==> config.mk <==
export PLATFORM = sky130hd
export DESIGN_NAME = gameover_banner
export DESIGN_NICKNAME = d
export VERILOG_FILES = /design/src/rtl/gameover_banner.sv
export SDC_FILE = /design/constraint.sdc
export NUM_CORES = 1
export LEC_CHECK = 0
export CORE_ASPECT_RATIO = 1.5
export CORE_MARGIN = 5
export CORE_UTILIZATION = 34
export DETAILED_ROUTE_END_ITERATION = 8
export GPL_TIMING_DRIVEN = 0
export PLACE_DENSITY = 0.72
export SLEW_MARGIN = 5
export SYNTH_ARGS = -nofsm -noshare
export SYNTH_HDL_FRONTEND = slang
export SYNTH_SLANG_ARGS = --single-unit
==> constraint.sdc <==
create_clock -name clk -period 3.6 [get_ports clk]
set_input_delay 0.72 -clock clk [delete_from_list [all_inputs] [get_ports clk]]
set_output_delay 0.72 -clock clk [all_outputs]
set_load 0.03 [all_outputs]
==> src/rtl/gameover_banner.sv <==
// gameover_banner: maps pixel x/y onto the "GAME OVER" glyph slots
// and animates the banner with a letter-by-letter reveal, then a blink.
module gameover_banner #(
  parameter int BASE_X        = 257,
  parameter int BASE_Y        = 230,
  parameter int PITCH         = 14,
  parameter int REVEAL_FRAMES = 8,
  parameter int BLINK_FRAMES  = 30
) (
  input  logic        clk,
  input  logic        rst_n,
  input  logic [9:0]  x,
  input  logic [9:0]  y,
  input  logic        frame_tick,
  input  logic        game_over,
  input  logic        restart,
  output logic [31:0] posx,
  output logic [31:0] posy,
  output logic [4:0]  select_char,
  output logic        char_en,
  output logic [1:0]  banner_state
);

  typedef enum logic [1:0] {
    S_IDLE   = 2'd0,
    S_REVEAL = 2'd1,
    S_BLINK  = 2'd2
  } state_t;

  localparam int XEND = BASE_X + 9*PITCH - 5;
  localparam logic [4:0] BLANK = 5'd31;

  state_t     r_state;
  logic [7:0] r_frame_cnt;
  logic [3:0] r_reveal_cnt;
  logic       r_blink_on;

  logic [31:0] w_x;
  logic [31:0] w_y;
  logic        w_in_slot;
  logic [3:0]  w_slot;
  logic [31:0] w_posx;
  logic [4:0]  w_code;
  logic        w_y_ok;
  logic        w_vis;

  function automatic logic [4:0] slot_code(input int k);
    logic [4:0] c;
    case (k)
      0:       c = 5'd0;
      1:       c = 5'd1;
      2:       c = 5'd2;
      3:       c = 5'd8;
      5:       c = 5'd5;
      6:       c = 5'd6;
      7:       c = 5'd8;
      8:       c = 5'd7;
      default: c = BLANK;
    endcase
    return c;
  endfunction

  function automatic int slot_lo(input int k);
    return BASE_X + k*PITCH;
  endfunction

  // Last slot is clipped so the banner ends at the final glyph's right edge
  function automatic int slot_hi(input int k);
    int h;
    h = BASE_X + k*PITCH + PITCH - 1;
    if (h > XEND) h = XEND;
    return h;
  endfunction

  assign w_x = 32'(x);
  assign w_y = 32'(y);

  always_comb begin
    w_in_slot = 1'b0;
    w_slot    = 4'd0;
    w_posx    = 32'(BASE_X);
    w_code    = BLANK;
    for (int k = 0; k < 9; k++) begin
      if (w_x >= 32'(slot_lo(k)) && w_x <= 32'(slot_hi(k))) begin
        w_in_slot = 1'b1;
        w_slot    = 4'(k);
        w_posx    = 32'(slot_lo(k));
        w_code    = slot_code(k);
      end
    end
  end

  assign w_y_ok = (w_y >= 32'(BASE_Y)) && (w_y <= 32'(BASE_Y + 19));

  always_comb begin
    w_vis = 1'b0;
    case (r_state)
      S_REVEAL: w_vis = (w_slot < r_reveal_cnt);
      S_BLINK:  w_vis = r_blink_on;
      default:  w_vis = 1'b0;
    endcase
  end

  assign posx         = w_posx;
  assign posy         = 32'(BASE_Y);
  assign select_char  = w_code;
  assign char_en      = w_in_slot & w_y_ok & (w_code != BLANK) & w_vis;
  assign banner_state = r_state;

  always_ff @(posedge clk) begin
    if (!rst_n || restart) begin
      r_state      <= S_IDLE;
      r_frame_cnt  <= 8'd0;
      r_reveal_cnt <= 4'd0;
      r_blink_on   <= 1'b1;
    end else begin
      case (r_state)
        S_REVEAL: begin
          if (frame_tick) begin
            if (r_frame_cnt == 8'(REVEAL_FRAMES - 1)) begin
              r_frame_cnt <= 8'd0;
              if (r_reveal_cnt == 4'd8) begin
                r_state      <= S_BLINK;
                r_reveal_cnt <= 4'd9;
                r_blink_on   <= 1'b1;
              end else begin
                r_reveal_cnt <= r_reveal_cnt + 4'd1;
              end
            end else begin
              r_frame_cnt <= r_frame_cnt + 8'd1;
            end
          end
        end
        S_BLINK: begin
          if (frame_tick) begin
            if (r_frame_cnt == 8'(BLINK_FRAMES - 1)) begin
              r_frame_cnt <= 8'd0;
              r_blink_on  <= ~r_blink_on;
            end else begin
              r_frame_cnt <= r_frame_cnt + 8'd1;
            end
          end
        end
        default: begin
          // Encoding 3 falls here too and recovers to IDLE
          if (game_over) begin
            r_state      <= S_REVEAL;
            r_frame_cnt  <= 8'd0;
            r_reveal_cnt <= 4'd0;
            r_blink_on   <= 1'b1;
          end else begin
            r_state <= S_IDLE;
          end
        end
      endcase
    end
  end

endmodule
Word-level counts from Yosys, hierarchy flattened
Cells that the tools add are included.
{ "classes": {"addsub": 2, "n_mul": 0, "div_mod_pow": 0, "order_cmp": 21, "n_eq_ne": 11, "n_shift": 0, "mux": 58, "bitwise": 5, "n_reduce_logical": 18} }
{ "ops": {"columns": ["cell", "n"], "rows": [
  ["two-way mux 32 bit", 7],
  [">= comparator 10 x 9 -> 1 bit, second input constant", 9],
  ["<= comparator 10 x 9 -> 1 bit, second input constant", 9],
  ["two-way mux 4 bit", 12],
  ["two-way mux 5 bit", 9],
  ["two-way mux 8 bit", 5],
  ["two-way mux 1 bit", 17],
  ["one-hot mux 8 bit (2 select lines)", 1],
  [">= comparator 10 x 8 -> 1 bit, second input constant", 1],
  ["<= comparator 10 x 8 -> 1 bit, second input constant", 1],
  ["logical AND 1 bit", 10],
  ["!= test 2 bit, second input constant", 5],
  ["adder 8 x 1 -> 8 bit, second input constant", 1],
  ["equality test 8 x 3 -> 1 bit, second input constant", 1],
  ["equality test 8 x 5 -> 1 bit, second input constant", 1],
  ["one-hot mux 4 bit (2 select lines)", 1],
  ["AND reduction 4 bit", 2],
  ["two-way mux 2 bit", 3],
  ["AND reduction 6 bit", 1],
  ["!= test 5 bit, second input constant", 1],
  ["adder 4 x 1 -> 4 bit, second input constant", 1],
  ["equality test 4 bit, second input constant", 1],
  ["< comparator 4 bit", 1],
  ["one-hot mux 1 bit (2 select lines)", 2],
  ["10 further kinds", 13]
]} }
{ "word_totals": {"ff_bits": 15, "latchBits": 0, "ramBits": 0, "mem_bits_ro": 0, "input_bits": 25, "output_inout_bits": 72, "wordCells": 119, "n_memories": 0} }

Logic depth before layout (Yosys ltp)
{ "logic_depth": {"word_depth": 14, "depth_mapped": 11, "ltp_nobuf": 10} }

Least setup slack after synthesis
No wires, ideal clock.
{ "synth_path": {"kind": "input port to output port", "start": "input port x[5]", "end": "output port char_en", "arrival_time_ps": 3281, "t_required_ps": 2880, "slack_ps": -401, "cell_stages": 10, "path_cell_list": "clkbuf_1 -> nand3b_1 -> nor3b_1 -> nand2_1 -> a211oi_1 -> ha_1 -> a211o_1 -> a2111oi_0 -> and3_1 -> o311a_1"} }
{ "synth_via": {"elab_chain_cells": 14} }
{ "synth_rtl": {"columns": ["element", "line", "rtl"], "rows": [
  ["from (decl)", "12", "input logic [9:0] x,"],
  ["branches (longest 13 deep; another with >= comparator 10 x 9 -> 1 bit)", null, null],
  ["AND 1 bit (*)", "107", "assign char_en = w_in_slot & w_y_ok & (w_code != BLANK) & w_vis;"],
  ["to (decl)", "20", "output logic char_en,"]
]} }
Every way passes the cells marked *.

Worst setup path after layout
{ "layout_path": {"start": "input port x[9]", "end": "output port char_en"} }
Same word-level chain as after synthesis.

==> reports/qor.txt <==
sw frac: 0.4036
nets: 413
fin cells: 448
CP endpoint kind: output pin
GR Overflow Total: 0
number of global-route vias before repair: 2013
met1 GRT Util: 0.1380
Max Slew Vio Count: 0
unrepaired setup endpoints after global routing: true
fraction of registers with async set/reset: 0
Post-Syn Instances: 267
Die Y: 102.9 um
DR DRC count: 0
CTS Buf Count: 3
DR WL/cell: 12.75 um
gr busiest metal: met2
clock sink count: 15
Hold WS: 494.9 ps
endpoints failing setup: 3
WS Path Type: in -> out
Syn. warnings: 0
hpwl dp: 4.304 mm
Fillers: 547
Clock Skews: 5.632 ps
synth unique cells: 54
Worst-Skew Late Latency: 250 ps
Final ANT Viol Nets: 0
fmax: 0.2610 GHz
n_diodes: 0
first-pass GRT wire length: 8.811 mm
Clock transition at path regs: 70 ps
share of cells above drive strength 1: 0.3254
Synth Area per Inst: 7.329 um2
Initial Utilization: 0.3537
# IOs: 97
final worst-path cycle share: 1.064
worst reg2reg setup slack: 1160 ps
ys flop type: dfxtp_1
Core ar.: 0.005533 mm2
cell internal pwr: 0.3685 mW
GP Congestion: 0.8620
combinational power share: 0.498
Tmin final: 3831 ps
clock network power share: 0.230
failing checks: setup timing
post-synthesis sequential area ratio: 0.1535
drt first pass iters: 4
Worst Max-Slew Pin Slew: 704.6 ps
Worst Setup Slack, final: -231.1 ps
met3 Use GR: 0.02537
Seq pwr share: 0.272
Max Buffers Root-to-Sink: 2
All-Layer GR Usage: 0.1471
VDD IR max: 202.0 uV
CP arrival: 3110 ps
antenna violations before repair: 0
port bufs: 34
DRT iter0 DRCs: 144
crit-path max FO: 5
EDFF count, synth: 0
via count: 2110
num rows: 33
area grow syn2layout: 54.28%
Via density: 4.710
met2 Use GR: 0.2925
max cap viols: 0
Routed WL: 5.712 mm
FF+latch count, synth: 15
net load switching power: 0.2493 mW
Setup TNS: -404.3 ps
Die Wd: 71.95 um
status: complete, but fails checks
CP startpoint kind: input port
Root Buffer: clkbuf_8
Hold WC Path Type: reg -> reg
Worst slew margin: 0.5237
leak pwr: 1.345 nW
Critical Path RT: 2880 ps
CTS tree: done
Syn Std Cell Area: 0.001957 mm2
area occupied by multi-input gates: 0.001555 mm2
final hold vios: 0
H-Tree Level Count: 1
pwr/cell area: 204.6 mW/mm2
Sequential Area: 300.3 um2
largest net degree at the start of global routing: 11
die area: 0.007404 mm2
Placed Cells: 427
## routing by layer
layer,up-vias,share of wire
met5,-,0
met4,0,0.047
met3,25,0.062
met2,79,0.54
met1,951,0.35
li1,1055,-
## synthesized netlist by cell type (all sizes together), types with 6 or more instances
library cell  count  area share
nor2             15       0.029
ha                9       0.058
nor3              6       0.015
clkbuf            8       0.015
inv              11       0.021
o21ai            17       0.043
dfxtp            15        0.15
nand2            19       0.036
nand3b            7       0.027
buf              60        0.23
nand3             7       0.018
a21oi            13       0.033
## sequential cells by signal, summed over array words and instances, names as in the netlist
signal / flops
banner_state: 2
r_blink_on: 1
r_reveal_cnt: 4
r_frame_cnt: 8
## through the flow
| stage | power, mW | utilization | setup WS (ps) | area [um2] |
|---|---|---|---|---|
| 2_1_floorplan | 0.3822 | - | 3.541 | 2212 |
| 3_3_place_gp | 0.4393 | 0.4772 | -1442 | 2640 |
| 3_5_place_dp | 0.4420 | 0.4772 | -1466 | 2640 |
| 4_1_cts | 0.6141 | 0.5348 | -199.8 | 2959 |
| 5_1_grt | 0.6509 | 0.5457 | -308.3 | 3019 |
| 6_report | 0.6178 | 0.5457 | -231.1 | 3019 |
## timing repair
action / 4_1_cts / 5_1_grt
gates cloned: 1 / 0
hold buffers: 0 / 0
resized for setup: 83 / 8
setup endpoints to repair: 12 / 7
hold endpoints to repair: 0 / 0
pin swaps: 16 / 8
setup buffers: 14 / 2
## worst max-delay path, cell delays in order
cell and delay [ps]:
buf_8 100, nand3b_1 190, buf_4 170, nor3b_4 210, nand2_2 100, a211oi_4 280
ha_4 250, a211o_1 280, a2111oi_4 290, and3_1 210, o311a_4 180, buf_6 120
## logic make-up (layout without fill, tap and decap cells)
logic type                 count (synthesis)  after routing  synth area share
AOI/OAI and AO/OA                         62             62            0.2091
buffers and inverters                     79            134            0.2628
adders and majority gates                  9              9           0.05755
DFF                                       15             15            0.1535
xor gates and xnor gates                   5              5           0.02238
and+or+nand+nor                           90             90            0.2641
other                                      2             58          0.003838
muxes                                      5              5           0.02685
## cell usage in the layout, fill, tap and decap left out, types with 6 or more instances in the layout
master,instances
buf_4,73
conb_1,58
nand2_1,18
clkdlybuf4s50_1,18
dfxtp_1,15
nor2_1,14
o21ai_0,14
inv_1,11
a21oi_1,11
nand3b_1,7
nand3_1,7
ha_1,7
clkbuf_8,6
## final timing paths
path	cells past startpoint	endpoint	startpoint
max	12	char_en	x[9]
min	2	r_blink_on	r_blink_on
max reg2reg	6	r_reveal_cnt[3]	r_frame_cnt[0]
min reg2reg	2	r_blink_on	r_blink_on
## power groups by stage
stage | logic, mW | clock network (mW) | registers (mW)
2_1_floorplan | 0.209 | 0 | 0.173
3_3_place_gp | 0.267 | 0 | 0.172
3_5_place_dp | 0.270 | 0 | 0.172
4_1_cts | 0.299 | 0.147 | 0.168
5_1_grt | 0.327 | 0.156 | 0.168
6_report | 0.308 | 0.142 | 0.168
## final cells by class
cell class	count	share of cell area
flip-flops and latches	15	0.09946
plain buffers	68	0.1720
repair buffers	51	0.1558
well taps	70	0.02901
multi-input cells	229	0.5151
clock buffers	4	0.01492
inverters	11	0.01368
Power figures use the tool's default switching activity.
